--- config.mk ---
export PLATFORM = sky130hd
export DESIGN_NAME = whack_event_encoder
export DESIGN_NICKNAME = d
export VERILOG_FILES = /design/src/rtl/whack_event_encoder_pkg.sv /design/src/rtl/hole_priority_encoder.sv /design/src/rtl/whack_event_encoder.sv
export SDC_FILE = /design/constraint.sdc
export NUM_CORES = 1
export LEC_CHECK = 0
export CAP_MARGIN = 15
export CORE_MARGIN = 2
export CORE_UTILIZATION = 50
export DETAILED_ROUTE_END_ITERATION = 6
export PLACE_DENSITY = 0.69
export SYNTH_ARGS = -nofsm -noshare
export SYNTH_HDL_FRONTEND = slang
export SYNTH_HIERARCHICAL = 1
export SYNTH_SLANG_ARGS = --single-unit
--- constraint.sdc ---
create_clock -name clk -period 4.3 [get_ports clk]
set_input_delay 0.43 -clock clk [delete_from_list [all_inputs] [get_ports clk]]
set_output_delay 0.43 -clock clk [all_outputs]
set_load 0.1 [all_outputs]
--- src/rtl/whack_event_encoder_pkg.sv ---
// Shared types and defaults for the whack event encoder slice.
package whack_pkg;

    localparam int NUM_HOLES   = 18;
    localparam int SYNC_STAGES = 2;

    typedef enum logic [1:0] {
        EV_HIT        = 2'b00,
        EV_MISS       = 2'b01,
        EV_FULL_CLEAR = 2'b10
    } ev_kind_t;

endpackage

--- src/rtl/hole_priority_encoder.sv ---
// Combinational lowest-set-bit finder over a hole bitmap.
module hole_priority_encoder #(
    parameter int NUM_HOLES = 18,
    parameter int IDX_W     = $clog2(NUM_HOLES)
) (
    input  logic [NUM_HOLES-1:0] bitmap,
    output logic                 found,
    output logic [IDX_W-1:0]     index
);

    always_comb begin
        found = 1'b0;
        index = '0;
        for (int unsigned i = 0; i < NUM_HOLES; i++) begin
            if (!found && bitmap[i]) begin
                found = 1'b1;
                index = IDX_W'(i);
            end
        end
    end

endmodule

--- src/rtl/whack_event_encoder.sv ---
// Converts hole-switch toggles into serialized hit / miss / full-clear events
// and owns the active mole mask shown on the LEDs.
module whack_event_encoder #(
    parameter int NUM_HOLES = whack_pkg::NUM_HOLES,
    parameter int IDX_W     = $clog2(NUM_HOLES)
) (
    input  logic                 clk,
    input  logic                 rst_n,
    input  logic                 enable,
    input  logic [NUM_HOLES-1:0] switches,
    input  logic [NUM_HOLES-1:0] mole_positions,
    input  logic                 mole_load,
    output logic                 ev_valid,
    input  logic                 ev_ready,
    output logic [IDX_W-1:0]     ev_hole,
    output logic [1:0]           ev_kind,
    output logic [NUM_HOLES-1:0] leds,
    output logic                 round_done
);

    import whack_pkg::*;

    logic [NUM_HOLES-1:0] sync_q [SYNC_STAGES];
    logic [NUM_HOLES-1:0] sw_sync;
    logic [NUM_HOLES-1:0] sw_prev;
    logic [1:0]           prime_cnt;
    logic                 primed;

    logic [NUM_HOLES-1:0] active;
    logic [NUM_HOLES-1:0] hit_pend;
    logic [NUM_HOLES-1:0] fc_pend;
    logic [NUM_HOLES-1:0] miss_pend;

    logic [NUM_HOLES-1:0] toggle;
    logic [NUM_HOLES-1:0] hit_new;
    logic [NUM_HOLES-1:0] miss_new;
    logic [NUM_HOLES-1:0] fc_new;
    logic [NUM_HOLES-1:0] active_left;
    logic                 load_now;
    logic                 full_clear;

    logic                 hf_found;
    logic [IDX_W-1:0]     hf_idx;
    logic                 miss_found;
    logic [IDX_W-1:0]     miss_idx;

    logic                 out_load;
    logic                 ev_take;
    logic [IDX_W-1:0]     sel_idx;
    ev_kind_t             sel_kind;
    logic [NUM_HOLES-1:0] hit_clr;
    logic [NUM_HOLES-1:0] fc_clr;
    logic [NUM_HOLES-1:0] miss_clr;

    logic                 ev_valid_q;
    logic [IDX_W-1:0]     ev_hole_q;
    ev_kind_t             ev_kind_q;
    logic                 round_done_q;

    always_ff @(posedge clk or negedge rst_n) begin
        if (!rst_n) begin
            for (int unsigned s = 0; s < SYNC_STAGES; s++) begin
                sync_q[s] <= '0;
            end
            sw_prev   <= '0;
            prime_cnt <= '0;
            primed    <= 1'b0;
        end else begin
            sync_q[0] <= switches;
            for (int unsigned s = 1; s < SYNC_STAGES; s++) begin
                sync_q[s] <= sync_q[s-1];
            end
            sw_prev <= sw_sync;
            // primed rises on the third edge so reset-time switch levels settle into sw_prev first
            if (!primed) begin
                if (prime_cnt == 2'd2) begin
                    primed <= 1'b1;
                end else begin
                    prime_cnt <= prime_cnt + 2'd1;
                end
            end
        end
    end

    assign sw_sync = sync_q[SYNC_STAGES-1];

    always_comb begin
        toggle      = (primed && enable) ? (sw_sync ^ sw_prev) : '0;
        load_now    = enable && mole_load;
        hit_new     = toggle & active;
        miss_new    = toggle & ~active;
        active_left = active & ~hit_new;
        full_clear  = (|hit_new) && !(|active_left) && !load_now;
        // isolate the lowest-index hit of the clearing cycle
        fc_new      = full_clear ? (hit_new & (~hit_new + NUM_HOLES'(1))) : '0;
    end

    hole_priority_encoder #(
        .NUM_HOLES (NUM_HOLES),
        .IDX_W     (IDX_W)
    ) u_hf_enc (
        .bitmap (fc_pend | hit_pend),
        .found  (hf_found),
        .index  (hf_idx)
    );

    hole_priority_encoder #(
        .NUM_HOLES (NUM_HOLES),
        .IDX_W     (IDX_W)
    ) u_miss_enc (
        .bitmap (miss_pend),
        .found  (miss_found),
        .index  (miss_idx)
    );

    always_comb begin
        out_load = !ev_valid_q || ev_ready;
        ev_take  = 1'b0;
        sel_idx  = '0;
        sel_kind = EV_HIT;
        hit_clr  = '0;
        fc_clr   = '0;
        miss_clr = '0;
        if (out_load) begin
            if (hf_found) begin
                ev_take = 1'b1;
                sel_idx = hf_idx;
                if (fc_pend[hf_idx]) begin
                    sel_kind = EV_FULL_CLEAR;
                    fc_clr   = NUM_HOLES'(1) << hf_idx;
                end else begin
                    sel_kind = EV_HIT;
                    hit_clr  = NUM_HOLES'(1) << hf_idx;
                end
            end else if (miss_found) begin
                ev_take  = 1'b1;
                sel_idx  = miss_idx;
                sel_kind = EV_MISS;
                miss_clr = NUM_HOLES'(1) << miss_idx;
            end
        end
    end

    always_ff @(posedge clk or negedge rst_n) begin
        if (!rst_n) begin
            active       <= '0;
            hit_pend     <= '0;
            fc_pend      <= '0;
            miss_pend    <= '0;
            round_done_q <= 1'b0;
            ev_valid_q   <= 1'b0;
            ev_hole_q    <= '0;
            ev_kind_q    <= EV_HIT;
        end else begin
            active       <= load_now ? mole_positions : active_left;
            hit_pend     <= (hit_pend & ~hit_clr) | (hit_new & ~fc_new);
            fc_pend      <= (fc_pend & ~fc_clr) | fc_new;
            miss_pend    <= (miss_pend & ~miss_clr) | miss_new;
            round_done_q <= full_clear;
            if (out_load) begin
                ev_valid_q <= ev_take;
                if (ev_take) begin
                    ev_hole_q <= sel_idx;
                    ev_kind_q <= sel_kind;
                end
            end
        end
    end

    assign ev_valid   = ev_valid_q;
    assign ev_hole    = ev_hole_q;
    assign ev_kind    = ev_kind_q;
    assign leds       = active;
    assign round_done = round_done_q;

endmodule

==> impl_metrics.prom <==
# TYPE chip_impl_metric gauge
chip_impl_metric{name="insertedDiodeCount",unit=""} 0
chip_impl_metric{name="cts_made_buffers",unit=""} 17
chip_impl_metric{name="synth.distinct_cells",unit=""} 75
chip_impl_metric{name="fp.dieArea",unit="µm²"} 14200
chip_impl_metric{name="synth-seq-area-share",unit="%"} 52.0
chip_impl_info{name="root_buf_cell",value="clkbuf_16"} 1
chip_impl_info{name="critPathLaunchType",value="flop"} 1
chip_impl_metric{name="post-route-cell-area",unit="µm²"} 8070
chip_impl_metric{name="power.static_leakage",unit="nW"} 3.21
chip_impl_metric{name="hpwl",unit="µm"} 13500
chip_impl_metric{name="cts-htree-levels",unit=""} 4
chip_impl_metric{name="grt_pass1_wl",unit="µm"} 29000
chip_impl_metric{name="area_growth_syn_to_layout",unit="%"} 21.5
chip_impl_metric{name="timing.fmax",unit="GHz"} 0.249
chip_impl_metric{name="slew_worst_pin",unit="ns"} 1.07
chip_impl_metric{name="final_number_of_max_transition_violations",unit=""} 0
chip_impl_metric{name="top_level_ports",unit=""} 68
chip_impl_metric{name="grt_pass1_vias",unit=""} 5518
chip_impl_metric{name="synthArstFlopShare",unit="%"} 100
chip_impl_metric{name="critical_path.max_fanout",unit=""} 14
chip_impl_metric{name="drt_first_iter_violations",unit=""} 487
chip_impl_metric{name="avgSynthCellArea",unit="µm²"} 10.3
chip_impl_metric{name="worst-r2r-setup-slack",unit="ns"} 0.28
chip_impl_metric{name="grt.overflow.total",unit=""} 0
chip_impl_metric{name="synth_edf_count",unit=""} 0
chip_impl_metric{name="cts_max_path_buffers",unit=""} 2
chip_impl_metric{name="rr_worst_depth",unit=""} 12
chip_impl_metric{name="fin_worst_skew",unit="ns"} 0.00879
chip_impl_metric{name="cts.reportedPaths.clkPinSlew",unit="ns"} 0.07
chip_impl_metric{name="fp-row-count",unit=""} 42
chip_impl_metric{name="critPathRequiredTime",unit="ns"} 4.59
chip_impl_metric{name="residual_drc_count",unit=""} 0
chip_impl_info{name="result_of_the_run",value="finished clean"} 1
chip_impl_metric{name="postCtsSetupBuffers",unit=""} 0
chip_impl_metric{name="detail-route-antenna-nets",unit=""} 0
chip_impl_metric{name="post_cts.resized_instances",unit=""} 0
chip_impl_metric{name="routed_wire_length_per_instance",unit="µm"} 20.1
chip_impl_info{name="yosys.area.top_type",value="dfrtp_1"} 1
chip_impl_metric{name="synthesis.nets",unit=""} 686
chip_impl_metric{name="ys.warnings.count",unit=""} 6
chip_impl_metric{name="vdd.ir_drop.worst",unit="mV"} 0.310
chip_impl_metric{name="gp_congestion",unit=""} 0.967
chip_impl_metric{name="tritoncts_num_sinks",unit=""} 138
chip_impl_metric{name="synth.top_cell.area_share",unit="%"} 52.0
chip_impl_info{name="unrepaired_setup_endpoints_after_global_routing",value="false"} 1
chip_impl_metric{name="dp_area",unit="µm²"} 7440
chip_impl_info{name="regToRegStartpoint",value="fc_pend[12]"} 1
chip_impl_metric{name="vias_per_cell",unit=""} 6.19
chip_impl_metric{name="grtUsageTotal",unit="%"} 26.6
chip_impl_metric{name="power-per-cell-area",unit="nW/µm²"} 523
chip_impl_metric{name="met1_length",unit="µm"} 7880
chip_impl_info{name="synthMostInstantiatedCell",value="dfrtp_1"} 1
chip_impl_info{name="worst-setup-path-type",value="flop to flop"} 1
chip_impl_metric{name="routed-via-count",unit=""} 5560
chip_impl_metric{name="number_of_antenna_violations_at_the_first_check_in_global_routing",unit=""} 0
chip_impl_metric{name="max_cap_violations",unit=""} 0
chip_impl_metric{name="wl_met3",unit="µm"} 1190
chip_impl_metric{name="die_w",unit="µm"} 119
chip_impl_info{name="synth_commonest_cells",value="dfrtp_1 (138), o21ai_0 (85), nand2_1 (50), nor2_1 (34), or2_2 (28)"} 1
chip_impl_metric{name="final_net_count",unit=""} 751
chip_impl_info{name="worst_r2r_endpoint",value="hit_pend[7]"} 1
chip_impl_metric{name="wl",unit="µm"} 18000
chip_impl_metric{name="dr_wl_met2",unit="µm"} 8360
chip_impl_metric{name="placeableCoreArea",unit="µm²"} 13100
chip_impl_metric{name="worst_slew_margin_rel",unit="%"} 28.6
chip_impl_metric{name="post_synth_inst_count",unit=""} 644
chip_impl_info{name="ys_dominant_reg_cell",value="dfrtp_1"} 1
chip_impl_metric{name="finalSetupViolations",unit=""} 0
chip_impl_metric{name="floorplan.initialDensity",unit="%"} 50.7
chip_impl_metric{name="cts-hold-fix-buffers",unit=""} 0
chip_impl_metric{name="period_needed",unit="ns"} 4.02
chip_impl_info{name="endpoint_kind",value="flop"} 1
chip_impl_metric{name="period_share",unit="%"} 93.5
chip_impl_info{name="netlist_top_cells_area",value="dfrtp_1 (52%), o21ai_0 (6.4%), nand2_1 (2.8%), o31ai_1 (2.7%), or2_2 (2.6%)"} 1
chip_impl_metric{name="die_h",unit="µm"} 119
chip_impl_metric{name="fraction_of_final_layout_cells_with_drive_strength_greater_than_1",unit="%"} 14.8
chip_impl_info{name="timing.hold.worst.class",value="input port to asynchronous set/reset pin"} 1
chip_impl_metric{name="buffer_ports.inserted",unit=""} 67
chip_impl_metric{name="detail_route.first_pass.iterations",unit=""} 5
chip_impl_metric{name="setup_tns",unit="ns"} 0
chip_impl_metric{name="post_synth_instance_area",unit="µm²"} 6640
chip_impl_metric{name="clk_latency",unit="ns"} 0.43
chip_impl_metric{name="yosys_register_bits",unit=""} 138
chip_impl_info{name="cts_tree",value="built"} 1
chip_impl_metric{name="cp_data_arrival_time",unit="ns"} 4.31
chip_impl_metric{name="grt_max_degree",unit=""} 96
chip_impl_info{name="routed.top_layer",value="met4"} 1
chip_impl_metric{name="timing_hold_violations_final",unit=""} 0
## area by class of cell
class	count	area [µm²]
fillers	1111	5020
flip-flops and latches	138	3450
multi-input cells	461	2970
repair buffers	75	744
clock buffers	17	425
well taps	176	220
clock inverters	15	196
inverters	16	60.1
## per-stage QoR
step / std cells / util, % / worst slack, ns / hold slack, ns / total power [mW]
after global routing: 898 / 61.6 / 0.144 / 0.110 / 4.38
after global placement: 866 / 56.9 / 0.434 / 0.331 / 2.72
after detailed placement: 866 / 56.9 / 0.353 / 0.335 / 2.74
after CTS: 898 / 61.6 / 0.319 / 0.0837 / 4.22
final: 898 / 61.6 / 0.281 / 0.0514 / 4.22
after floorplan: 644 / - / 0.721 / 0.134 / 2.37
## placed cells by master (no fill, tap or decap), types with 5 or more instances in the layout
cell type,instances
dfrtp_1,138
o21ai_0,85
clkdlybuf4s50_1,66
nand2_1,50
nor2_1,34
or2_2,28
nand3_1,27
o31ai_1,24
clkbuf_16,17
nor3_1,16
inv_1,15
o41ai_1,15
a21oi_1,14
nand2b_1,11
xnor2_1,11
xor2_1,8
o22ai_1,8
or3_1,7
nand4_1,7
a21bo_2,7
clkinv_8,7
buf_4,7
nand3b_1,6
o21ai_1,5
inv_8,5
o311ai_1,5
## power by group
group          switching, mW  internal (mW)
clock network          0.678          0.795
registers             0.0898           1.42
logic                  0.852          0.381
total                   1.62           2.59
## registers in the layout, summed over array words and instances, names as in the netlist, 2 cells and up
register and cells:
miss_pend 18, leds 18, prime_cnt 2, ev_kind 2, sw_sync 18, fc_pend 18
ev_hole 5, sw_prev 18, hit_pend 18, sync_q 18
## logic make-up (layout without fill, tap and decap cells)
logic type      after synthesis  count (layout)  synth area share, %
compound gates              202             202                 20.4
xor+xnor                     19              19                 2.51
simple gates                230             230                 19.7
mux                           9               9                 1.62
fa+ha+maj                     1               1                0.188
flops                       138             138                 52.0
buf+inv                      45             123                 3.54
## worst max-delay path: stages (launching register included)
cell,delay (ns)
dfrtp_1,0.39
or2_2,0.33
or3_1,0.44
a2111oi_0,0.42
nor3_1,0.12
o32ai_2,0.31
buf_12,0.19
mux2_2,0.35
a22oi_1,0.22
o211ai_1,0.25
or3_1,0.51
o21ai_0,0.22
o211ai_1,0.12
## worst max-delay path by stage
| stage | slack (ns) | cells after the start | startpoint | end |
|---|---|---|---|---|
| floorplan | 0.72 | 10 | fc_pend[8] | hit_pend[1] |
| global placement | 0.43 | 12 | fc_pend[15] | hit_pend[17] |
| detailed placement | 0.35 | 12 | fc_pend[12] | hit_pend[17] |
| CTS | 0.32 | 12 | fc_pend[12] | hit_pend[17] |
| global route | 0.14 | 10 | fc_pend[9] | fc_pend[11] |
| finish | 0.28 | 12 | fc_pend[12] | hit_pend[7] |
## routing by layer
layer / up-vias / GRT usage [%]
li1: 2507 / -
met3: 42 / 6.18
met4: 0 / 11.2
met1: 2743 / 35.9
met5: - / 0
met2: 268 / 41.3
Note: power is estimated with default switching activity, not from simulation.
